File: config.mk
export PLATFORM = sky130hd
export DESIGN_NAME = ps2_key_decoder_flat
export DESIGN_NICKNAME = d
export VERILOG_FILES = /design/src/rtl/ps2_key_decoder_if.sv /design/src/rtl/ps2_key_decoder.sv /design/src/flat_wrapper.sv
export SDC_FILE = /design/constraint.sdc
export NUM_CORES = 1
export LEC_CHECK = 0
export BUFFER_PORTS_ARGS = -buffer_cell sky130_fd_sc_hd__clkbuf_2
export CORE_UTILIZATION = 40
export DETAILED_ROUTE_END_ITERATION = 8
export MAX_ROUTING_LAYER = met4
export PLACE_DENSITY = 0.62
export SLEW_MARGIN = 20
export SYNTH_ARGS = -nofsm -noshare
export SYNTH_HDL_FRONTEND = slang
export SYNTH_SLANG_ARGS = --single-unit
File: constraint.sdc
create_clock -name clk -period 5.05 [get_ports clk]
set_clock_uncertainty 0.1 [all_clocks]
set_input_delay 0.2525 -clock clk [delete_from_list [all_inputs] [get_ports clk]]
set_output_delay 0.2525 -clock clk [all_outputs]
set_load 0.02 [all_outputs]
File: src/rtl/ps2_key_decoder_if.sv
// ps2_key_decoder_if: bundles the PS/2 pins and the decoded key-event outputs.
//   ps2_clk, ps2_data : PS/2 pins, driven by the keyboard side (master)
//   key_down          : 128-bit held-key map for non-extended codes
//   last_change       : {ext, byte} of the most recent make/break event
//   key_valid         : one-cycle event strobe
//   frame_err         : one-cycle parity/stop/timeout error strobe
interface ps2_key_decoder_if;
  logic         ps2_clk;
  logic         ps2_data;
  logic [127:0] key_down;
  logic [8:0]   last_change;
  logic         key_valid;
  logic         frame_err;

  modport master (
    output ps2_clk, ps2_data,
    input  key_down, last_change, key_valid, frame_err
  );

  modport slave (
    input  ps2_clk, ps2_data,
    output key_down, last_change, key_valid, frame_err
  );
endinterface

File: src/rtl/ps2_key_decoder.sv
// ps2_key_decoder: receives PS/2 scan-code-set-2 frames and produces key events.
//   clk, rst : system clock, asynchronous active-high reset
//   bus      : ps2_key_decoder_if.slave (pins in; key_down, last_change, key_valid, frame_err out)
// Optional feature: define REPEAT_FILTER_EN to suppress typematic repeats of held
// non-extended keys.
module ps2_key_decoder #(
  parameter int unsigned TIMEOUT_CYC = 100000,
  parameter int unsigned TO_W        = 17
) (
  input logic             clk,
  input logic             rst,
  ps2_key_decoder_if.slave bus
);

  typedef enum logic [2:0] {IDLE, EXT, BRK, EXT_BRK, PAUSE} state_t;

  // Pin synchronisers; clk_s3 is the previous synced clock for edge detection.
  logic clk_s1, clk_s2, clk_s3, dat_s1, dat_s2;
  always_ff @(posedge clk or posedge rst) begin
    if (rst) begin
      clk_s1 <= 1'b1; clk_s2 <= 1'b1; clk_s3 <= 1'b1;
      dat_s1 <= 1'b1; dat_s2 <= 1'b1;
    end else begin
      clk_s1 <= bus.ps2_clk;  clk_s2 <= clk_s1; clk_s3 <= clk_s2;
      dat_s1 <= bus.ps2_data; dat_s2 <= dat_s1;
    end
  end

  logic fall_c;
  assign fall_c = clk_s3 & ~clk_s2;

  // Frame receiver: bit_cnt 0 waits for start, 1..8 data, 9 parity, 10 stop.
  logic [3:0]      bit_cnt;
  logic [7:0]      rx_byte;
  logic            par;
  logic [TO_W-1:0] to_cnt;
  logic            timeout_c, byte_done_c, good_c, err_c;

  assign timeout_c   = (bit_cnt != 4'd0) && !fall_c && (to_cnt == TO_W'(TIMEOUT_CYC - 1));
  assign byte_done_c = fall_c && (bit_cnt == 4'd10);
  assign good_c      = byte_done_c && dat_s2 && (^{rx_byte, par});
  assign err_c       = (byte_done_c && !good_c) || timeout_c;

  always_ff @(posedge clk or posedge rst) begin
    if (rst) begin
      bit_cnt <= 4'd0;
      rx_byte <= 8'd0;
      par     <= 1'b0;
      to_cnt  <= '0;
    end else if (fall_c) begin
      to_cnt <= '0;
      case (bit_cnt)
        4'd0:    if (!dat_s2) bit_cnt <= 4'd1;  // a high start bit is simply discarded
        4'd9:    begin par <= dat_s2; bit_cnt <= 4'd10; end
        4'd10:   bit_cnt <= 4'd0;
        default: begin rx_byte <= {dat_s2, rx_byte[7:1]}; bit_cnt <= bit_cnt + 4'd1; end
      endcase
    end else if (timeout_c) begin
      bit_cnt <= 4'd0;
      to_cnt  <= '0;
    end else if (bit_cnt != 4'd0) begin
      to_cnt <= to_cnt + TO_W'(1);
    end else begin
      to_cnt <= '0;
    end
  end

  // Prefix decoder: state register.
  state_t     state, state_nxt;
  logic [2:0] pause_cnt, pause_nxt;
  always_ff @(posedge clk or posedge rst) begin
    if (rst) begin
      state     <= IDLE;
      pause_cnt <= 3'd0;
    end else begin
      state     <= state_nxt;
      pause_cnt <= pause_nxt;
    end
  end

  // Prefix decoder: next state, advanced once per good byte.
  always_comb begin
    state_nxt = state;
    pause_nxt = pause_cnt;
    if (err_c) begin
      state_nxt = IDLE;
    end else if (good_c) begin
      case (state)
        IDLE: begin
          if (rx_byte == 8'hE0)      state_nxt = EXT;
          else if (rx_byte == 8'hF0) state_nxt = BRK;
          else if (rx_byte == 8'hE1) begin state_nxt = PAUSE; pause_nxt = 3'd7; end
        end
        EXT:     state_nxt = (rx_byte == 8'hF0) ? EXT_BRK : IDLE;
        BRK:     state_nxt = IDLE;
        EXT_BRK: state_nxt = IDLE;
        PAUSE: begin
          pause_nxt = pause_cnt - 3'd1;
          if (pause_cnt == 3'd1) state_nxt = IDLE;
        end
        default: state_nxt = IDLE;
      endcase
    end
  end

  // Prefix decoder: event generation for the byte completing in this cycle.
  logic         ev_c, make_c;
  logic [8:0]   code_c;
  logic [127:0] key_down_q;
  always_comb begin
    ev_c   = 1'b0;
    make_c = 1'b0;
    code_c = 9'd0;
    if (good_c) begin
      case (state)
        IDLE:    if (rx_byte <= 8'h83) begin ev_c = 1'b1; make_c = 1'b1; code_c = {1'b0, rx_byte}; end
        EXT:     if (rx_byte != 8'hF0) begin ev_c = 1'b1; make_c = 1'b1; code_c = {1'b1, rx_byte}; end
        BRK:     begin ev_c = 1'b1; code_c = {1'b0, rx_byte}; end
        EXT_BRK: begin ev_c = 1'b1; code_c = {1'b1, rx_byte}; end
        default: ev_c = 1'b0;
      endcase
    end
`ifdef REPEAT_FILTER_EN
    // Typematic repeat of a held plain key is swallowed; extended makes always pass.
    if (ev_c && make_c && (code_c[8:7] == 2'b00) && key_down_q[code_c[6:0]]) ev_c = 1'b0;
`endif
  end

  // Registered outputs, one cycle after the byte-done cycle.
  logic [8:0] last_change_q;
  logic       key_valid_q, frame_err_q;
  always_ff @(posedge clk or posedge rst) begin
    if (rst) begin
      key_down_q    <= 128'd0;
      last_change_q <= 9'd0;
      key_valid_q   <= 1'b0;
      frame_err_q   <= 1'b0;
    end else begin
      key_valid_q <= ev_c;
      frame_err_q <= err_c;
      if (ev_c) begin
        last_change_q <= code_c;
        if (code_c[8:7] == 2'b00) key_down_q[code_c[6:0]] <= make_c;
      end
    end
  end

  assign bus.key_down    = key_down_q;
  assign bus.last_change = last_change_q;
  assign bus.key_valid   = key_valid_q;
  assign bus.frame_err   = frame_err_q;

endmodule

File: src/flat_wrapper.sv
// flat-port wrapper written by rule: the top's interface ports become plain ports
module ps2_key_decoder_flat 
#(
  parameter int unsigned TIMEOUT_CYC = 100000,
  parameter int unsigned TO_W        = 17
)
  (clk, rst, bus_ps2_clk, bus_ps2_data, bus_key_down, bus_last_change, bus_key_valid, bus_frame_err);
  ps2_key_decoder_if bus_i ();
  input logic clk;
  input logic rst;
  input wire logic [$bits(bus_i.ps2_clk)-1:0] bus_ps2_clk;
  input wire logic [$bits(bus_i.ps2_data)-1:0] bus_ps2_data;
  output wire logic [$bits(bus_i.key_down)-1:0] bus_key_down;
  output wire logic [$bits(bus_i.last_change)-1:0] bus_last_change;
  output wire logic [$bits(bus_i.key_valid)-1:0] bus_key_valid;
  output wire logic [$bits(bus_i.frame_err)-1:0] bus_frame_err;
  assign bus_i.ps2_clk = bus_ps2_clk;
  assign bus_i.ps2_data = bus_ps2_data;
  assign bus_key_down = bus_i.key_down;
  assign bus_last_change = bus_i.last_change;
  assign bus_key_valid = bus_i.key_valid;
  assign bus_frame_err = bus_i.frame_err;
  ps2_key_decoder #(.TIMEOUT_CYC(TIMEOUT_CYC), .TO_W(TO_W)) u_core (.clk(clk), .rst(rst), .bus(bus_i));
endmodule
# Word-level counts from Yosys, hierarchy flattened
# Index checks and enable logic that the tools add are counted.
# word_totals
output_inout_bits	139
regBits	180
elab_cells	101
inputBits	4
# op_classes
muxes	32
n_reduce_logical	26
n_addsub	3
n_eq_ne	18
n_bitwise	4
order_cmp	3
# ops
operator	n
$bwmux 128	1
$mux 17	3
$pmux 9 s4	1
$mux 3	9
$eq 8x8->1 const B	3
$mux 9	2
$add 17x1->17 const B	1
$eq 17x17->1 const B	1
$mux 4	3
$pmux 4 s3	1
$pmux 3 s3	1
$reduce_xor 9->1	1
$eq 4x4->1 const B	2
$le 8x8->1 const B	1
$lt 7x8->1 const B	1
$mux 8	1
$ne 8x8->1 const B	1
$reduce_and 2->1	4
$demux 1 s7	1
$ge 7x1->1 const B	1
$logic_and 1x1->1	7
$eq 3x1->1 const B	2
$eq 3x2->1 const B	2
$pmux 3 s2	1
other kinds (25)	35

# Logic depth before layout (Yosys ltp)
# Gate-level depths: netlist of run 1.
# logic_depth
word_depth	11
mapped_depth	12

# Worst setup path before layout of run 1
# Ideal clock, no wire load.
# synth_path
kind	register to register
startpoint	reg u_core.bit_cnt[0]
endpoint	reg u_core.key_down_q[91], in the netlist u_core.bus.key_down[91]
arrival_ns	2.734
path_stages_with_launch	11
setup_slack_ns	2.091
period_less_slack_ns	2.959
cell_sequence	dfrtp_1 inv_1 ha_1 nand4b_1 or3_1 mux2_4 buf_6 or4_4 buf_6 nor3_2 mux2_2
# synth_between
elab_chain_cells	10
elab_cells_between_ends	15
cone_classes	2 x order compare; 1 x eq/ne; 6 x mux; 6 x reduce/logical
# synth_rtl
element	line_no	rtl
start, declared	ps2_key_decoder.sv:33	logic [3:0] bit_cnt;
start signal, assigned	ps2_key_decoder.sv:56	default: begin rx_byte <= {dat_s2, rx_byte[7:1]}; bit_cnt <= bit_cnt + 4'd1; end
$eq 4x4->1 *	ps2_key_decoder.sv:40	assign byte_done_c = fall_c && (bit_cnt == 4'd10);
$logic_and 1x1->1 *	ps2_key_decoder.sv:40	
$logic_and 1x1->1 * (2 in series)	ps2_key_decoder.sv:41	assign good_c = byte_done_c && dat_s2 && (^{rx_byte, par});
$mux 9	ps2_key_decoder.sv:114	if (good_c) begin
$lt 7x8->1 (implied by the code) or $ge 7x1->1 (tied branches)	ps2_key_decoder.sv:143	if (code_c[8:7] == 2'b00) key_down_q[code_c[6:0]] <= make_c;
$logic_and 1x1->1 (implied by the code)	ps2_key_decoder.sv:143	
$mux 1 (implied by the code)	ps2_key_decoder.sv:143	
$demux 1 s7	n/a	
$bwmux 128	ps2_key_decoder.sv:143	
end signal, assigned by index	ps2_key_decoder.sv:143	
end, declared	ps2_key_decoder.sv:109	logic [127:0] key_down_q;
# Mark *: on every way between the ends. The rest lies on a longest branch, timed or not.
# A chain may end at the register's enable or synchronous reset.

# Worst setup path in the final report of run 1
# layout_path
startpoint	reg u_core.rx_byte[6]
endpoint	reg u_core.key_down_q[51], in the netlist u_core.bus.key_down[51]
# layout_between
elab_chain_cells	9
elab_cells_between_ends	22
cone_classes	3 x order compare; 1 x eq/ne; 13 x mux; 5 x reduce/logical
# layout_rtl
element	line_no	rtl
start, declared	ps2_key_decoder.sv:34	logic [7:0] rx_byte;
start signal, assigned	ps2_key_decoder.sv:56	
$le 8x8->1 or $ne 8x8->1 (tied branches)	ps2_key_decoder.sv:116, ps2_key_decoder.sv:117	
$mux 8 or $mux 9 (tied branches)	ps2_key_decoder.sv:116, ps2_key_decoder.sv:117	
$pmux 9 s4	ps2_key_decoder.sv:115	case (state)
$mux 9	ps2_key_decoder.sv:114	
$lt 7x8->1 (implied by the code) or $ge 7x1->1 (tied branches)	ps2_key_decoder.sv:143	
$logic_and 1x1->1 (implied by the code)	ps2_key_decoder.sv:143	
$mux 1 (implied by the code)	ps2_key_decoder.sv:143	
$demux 1 s7	n/a	
$bwmux 128	ps2_key_decoder.sv:143	
# Parallel ways exist; a longest one is shown, timed or not.

==> impl_metrics.ini, run 1 <==
[setup_path]
crit_buf_inv = 1
cp.depth = 7
arrival_ns = 3.84
max_stage_delay_ns = 0.59
r2r_start = u_core.rx_byte[6]$_DFFE_PP0P_
startpoint_type = register
critPathKind = register to register
crit_slowest_cell = or2_1
crit_required_ns = 5.26
reg2reg_depth = 7
worst_setup_path_end_kind = register
crit_family = simple AND/OR/NAND/NOR gates
cp_max_fo = 25
crit_chain = xor3_1 -> or3_1 -> mux2_4 -> or2_1 -> buf_4 -> nor4_2 -> mux2_2
rrSetupSlack_ns = 1.42
critical_path.startpoint = u_core.rx_byte[6]$_DFFE_PP0P_

[cts]
hold_buffers = 2
cts_tree = built
cts-resized-gates = 0
cts_made_buffers = 17
htree_levels = 4
clk_pin_slew_ns = 0.07
cts-root-buf = clkbuf_16
clock_path_buffers = 2
post_cts_buffers = 0
cts.sinks = 180
worstSkewPairLatency_ns = 0.43

[final_layout]
fin_nets = 884
fin_cells = 1154
area_growth_pct = 17.7
mostFrequentLayoutCells = dfrtp_1, clkbuf_2, nand2_1
drive_above_1_share = 0.318
final_common_cell = dfrtp_1
fin_util = 0.482
n_antenna_cell = 0

[synth]
syn-num-nets = 769
postSynthAreaPerCell_um2 = 11.0
synth_area_leader_cell = dfrtp_1
netlist_instances = 758
syn_area_um2 = 8350
yosysSeqAreaShare = 0.540
synthArstFlopShare = 1.00
ys.flop_type = dfrtp_1
ys_ff_latch = 180
ys_types = 66
ys_warn_count = 0
synth_top_cell_area_share = 0.525
synthTopCellsByArea = dfrtp_1, mux2_2, o31ai_1, o21ai_0, nand2_1
synth-edff-count = 0

[sta]
maxSlewHeadroom = 0.258
grt_setup_unrepaired = false
whs_ns = -0.0487
finalSetupTns_ns = 0
fmax_ghz = 0.275
finalSetupViolCount = 0
worst_slew_pin_slew_ns = 1.08
final.min_clock_period_ns = 3.63
finalHoldViolCount = 32
min_period_over_period = 0.719
slew_violations = 0
setup_ws_ns = 1.42

[routing]
dr.first_iter.drc_count = 328
wl_um = 20700
final_antenna_net_count = 0
vias_per_cell = 5.43
drc = 0
num_vias = 6261
wl_per_cell_um = 18.0
first_pass_iters = 4

[placed_design]
pre_cts_slack_ns = 1.44
dp.cells = 1122
io_buffer_count = 142
gp_congestion = 0.877
hpwl_um = 14000

[outcome]
status = complete, but fails checks
violations = hold timing

[global_route]
first_global_vias = 6054
grt_pass1_wl_um = 33200
grt_max_degree = 181
overflow = 0
grtUsageTotal = 0.205
antenna_found_initial = 0

[die]
die_height_um = 146
dieWidth_um = 146
core_um2 = 20400
ios = 143
initial_utilization = 0.410
fp-row-count = 52
die_area_um2 = 21500

[pwr]
p_leak_uw = 0.00457
power_density_nw_per_um2 = 351
peakVddDrop_mv = 0.216

[job]
cap_violations = 0

[min_path]
hold_class = input pin to asynchronous set/reset pin
power by group:
part,switching (uW),internal (uW)
Clock,545,785
Combinational,336,208
Sequential,97.2,1480
stage by stage:
stage / hold slack (ns) / power (uW) / instance area, um^2
2_1_floorplan: 0.157 / 2010 / 8350
3_3_place_gp: 0.241 / 2140 / 9220
3_5_place_dp: 0.246 / 2140 / 9220
4_1_cts: 0.0585 / 3470 / 9830
5_1_grt: 0.0924 / 3600 / 9830
6_report: -0.0487 / 3450 / 9830
layout make-up:
cell class                      count  area, um^2
Timing Repair Buffer              151         796
Clock inverter                      9         131
Fill cell                        1852       10500
Multi-Input combinational cell    511        3550
Clock buffer                       21         450
Inverter                           12        48.8
Sequential cell                   180        4510
Tap cell                          270         338
cells by family after synthesis:
logic type               after synthesis  share of synthesized area
AND/OR/NAND/NOR                      243                      0.158
flip-flops                           180                      0.540
multiplexers                          82                      0.111
adder cells (fa/ha/maj)                7                     0.0105
XOR/XNOR                              20                     0.0244
AO/OA/AOI/OAI                        159                      0.120
buffers and inverters                 67                     0.0358
synth_stat cells, drive strengths merged, types with 2 or more instances:
master	instances
and4	2
nand4	10
o31ai	56
dfrtp	175
o21a	2
nor2b	3
inv	12
or4	7
nor2	43
and3	4
nand2b	6
mux2i	3
nor3	27
nand3b	3
mux2	79
or2	3
nor4	10
nand2	82
nor3b	4
and2	2
clkbuf	40
xnor2	7
ha	7
buf	15
nand3	24
o31a	2
o21ai	82
o21bai	2
dfstp	5
a21oi	4
or3	7
xor2	11
per-layer routing:
metal	vias up	wire length [um]	GRT usage
li1	2953	-	-
met5	-	0	-
met1	3108	9810	0.279
met2	186	9510	0.308
met4	0	250	0.0589
met3	14	1150	0.0447
registers in the layout, summed over array words and instances, names as in the netlist:
| name | flops |
|---|---|
| u_core.clk_s2 | 1 |
| u_core.bus.frame_err | 1 |
| u_core.to_cnt | 17 |
| u_core.bus.key_valid | 1 |
| u_core.bus.last_change | 9 |
| u_core.dat_s2 | 1 |
| u_core.par | 1 |
| u_core.pause_cnt | 3 |
| u_core.bit_cnt | 4 |
| u_core.dat_s1 | 1 |
| u_core.clk_s1 | 1 |
| u_core.clk_s3 | 1 |
| u_core.rx_byte | 8 |
| u_core.bus.key_down | 128 |
| u_core.state | 3 |
final timing paths:
path / end
worst max-delay path: u_core.bus.key_down[51]$_DFFE_PP0P_
worst min-delay path: u_core.bus.key_down[106]$_DFFE_PP0P_
worst max register to register: u_core.bus.key_down[51]$_DFFE_PP0P_
worst min register to register: u_core.clk_s2$_DFF_PP1_
max in group asynchronous: u_core.rx_byte[2]$_DFFE_PP0P_
min in group clk: u_core.clk_s2$_DFF_PP1_
worst min-delay path: cells and delay by family:
kind,cells,cell delay (ns)
buf+inv,3,0.77
No activity file was read; power rests on OpenSTA's default activity.
==> inputs of run 2 (changes only) <==
--- a/config.mk
+++ b/config.mk
@@ -9,7 +9,7 @@
 export CORE_UTILIZATION = 40
 export DETAILED_ROUTE_END_ITERATION = 8
 export MAX_ROUTING_LAYER = met4
-export PLACE_DENSITY = 0.62
+export PLACE_DENSITY = 0.6
 export SLEW_MARGIN = 20
 export SYNTH_ARGS = -nofsm -noshare
 export SYNTH_HDL_FRONTEND = slang
==> constraint.sdc (replaced) <==
create_clock -name clk -period 3.5 [get_ports clk]
set_clock_uncertainty 0.1 [all_clocks]
set_input_delay 0.175 -clock clk [delete_from_list [all_inputs] [get_ports clk]]
set_output_delay 0.175 -clock clk [all_outputs]
set_load 0.02 [all_outputs]
==> run 2 against run 1 <==
  * The flow now finishes without violations
  * Die area did not move
  * Total power up 42%
  * Critical path depth is 1 higher
  * Wire length increased by 0.72%
  * Sequential cell count is the same
  * Worst hold slack improved by 0.31 ns
  * Clock power increased by 33%
  * Sequential share of layout area shrank 0.61 points
  * Utilization rose by 0.65 points
  * Via count fell by 0.34%
  * Design area increased by 1.3%
  * Fmax up 11%
  * Highest routed layer unchanged
==> impl_metrics.ini, run 2 (synthesis results as in run 1) <==
[outcome]
status = completed

[global_route]
grt_max_degree = 181
grt_pass1_wl_um = 33800
first_global_vias = 6092
antenna_found_initial = 0
grtUsageTotal = 0.208
overflow = 0

[placed_design]
pre_cts_slack_ns = 0.241
hpwl_um = 14200
dp.cells = 1143
gp_congestion = 0.838
io_buffer_count = 142

[setup_path]
startpoint_type = register
rrSetupSlack_ns = 0.22
worstReg2RegEnd = u_core.bus.key_down[101]$_DFFE_PP0P_
critPathKind = register to register
crit_required_ns = 3.72
cp_max_fo = 25
worst_setup_path_end_kind = register
r2r_start = u_core.bit_cnt[0]$_DFFE_PP0P_
reg2reg_depth = 8
arrival_ns = 3.50

[final_layout]
largest_reg_flops = 128
n_antenna_cell = 0
regArea_um2 = 4510
fin_cells = 1178
final_common_cell = dfrtp_1
multiInputGateArea_um2 = 3550
area_growth_pct = 19.3
nFillCells = 1885
fin_nets = 906
drive_above_1_share = 0.334
mostFrequentLayoutCells = dfrtp_1, clkbuf_2, nand2_1

[routing]
final_antenna_net_count = 0
wl_um = 20900
num_vias = 6240
drc = 0
first_pass_iters = 4
dr.first_iter.drc_count = 325
wl_per_cell_um = 17.7
vias_per_cell = 5.30

[pwr]
p_leak_uw = 0.00463
power_density_nw_per_um2 = 492
peakVddDrop_mv = 0.379

[cts]
cts-resized-gates = 0
cts_tree = built
cts_made_buffers = 17
htree_levels = 4
clk_pin_slew_ns = 0.07
cts.sinks = 180
worstSkewPairLatency_ns = 0.43
clock_path_buffers = 2
cts-root-buf = clkbuf_16

[die]
ios = 143
fp-row-count = 52
die_area_um2 = 21500
die_height_um = 146
dieWidth_um = 146
initial_utilization = 0.410
core_um2 = 20400

[job]
cap_violations = 0

[sta]
finalSetupViolCount = 0
fmax_ghz = 0.305
setup_ws_ns = 0.219
final.min_clock_period_ns = 3.28
finalHoldViolCount = 0
maxSlewHeadroom = 0.315
grt_setup_unrepaired = false
worst_slew_pin_slew_ns = 1.03
min_period_over_period = 0.938
finalSetupTns_ns = 0
slew_violations = 0

[min_path]
hold_start = u_core.clk_s1$_DFF_PP1_
whs_endpoint = u_core.clk_s2$_DFF_PP1_
hold_depth = 0
hold_class = register to register
==> run 2: timing repair <==
| action | CTS | global route |
|---|---|---|
| hold endpoints to repair | 51 | 0 |
| buffers inserted | 0 | 0 |
| hold buffers | 3 | 0 |
==> run 2: layer usage <==
layer / up-vias / track usage / wire, um
li1: 2999 / - / -
met1: 3054 / 0.283 / 10000
met2: 172 / 0.310 / 9460
met3: 15 / 0.0469 / 1140
met4: 0 / 0.0651 / 265
met5: - / - / 0
==> run 2: worst max-delay path by stage <==
stage,start,depth (start not counted),endpoint
after global placement,u_core.bit_cnt[0]$_DFFE_PP0P_,8,u_core.bus.key_down[51]$_DFFE_PP0P_
after detailed placement,u_core.bit_cnt[2]$_DFFE_PP0P_,6,u_core.bus.key_down[101]$_DFFE_PP0P_
after CTS,u_core.bit_cnt[2]$_DFFE_PP0P_,6,u_core.bus.key_down[101]$_DFFE_PP0P_
after global routing,u_core.bit_cnt[0]$_DFFE_PP0P_,8,u_core.bus.key_down[101]$_DFFE_PP0P_
after floorplan,u_core.bit_cnt[0]$_DFFE_PP0P_,10,u_core.bus.key_down[91]$_DFFE_PP0P_
final,u_core.bit_cnt[0]$_DFFE_PP0P_,8,u_core.bus.key_down[101]$_DFFE_PP0P_
==> run 2: layout make-up <==
cell class / instances / share of cell area
Clock buffer: 22 / 0.0456
Clock inverter: 10 / 0.00792
Inverter: 12 / 0.00490
Multi-Input combinational cell: 511 / 0.357
Sequential cell: 180 / 0.453
Tap cell: 270 / 0.0339
Timing Repair Buffer: 173 / 0.0980
==> run 2: worst max-delay path: stages (launching register included) <==
cell and delay [ns]:
dfrtp_1 0.43, inv_1 0.11, ha_1 0.23, nand4b_1 0.10
or3_1 0.36, mux2_4 0.43, or4_1 0.72, nor3_1 0.29
mux2_2 0.37
==> run 2: per-stage QoR <==
step	utilization	area [um^2]	total power [uW]	hold WS, ns
after CTS	0.489	9960	4940	0.258
after global placement	0.461	9390	3160	0.167
after floorplan	-	8350	2910	0.0795
after global routing	0.489	9960	5120	0.261
final	0.489	9960	4900	0.258
after detailed placement	0.461	9390	3160	0.172
==> run 2: power by group <==
part / internal [uW] / switching [uW]
combinational: 352 / 582
clock: 931 / 836
sequential: 2140 / 58.8
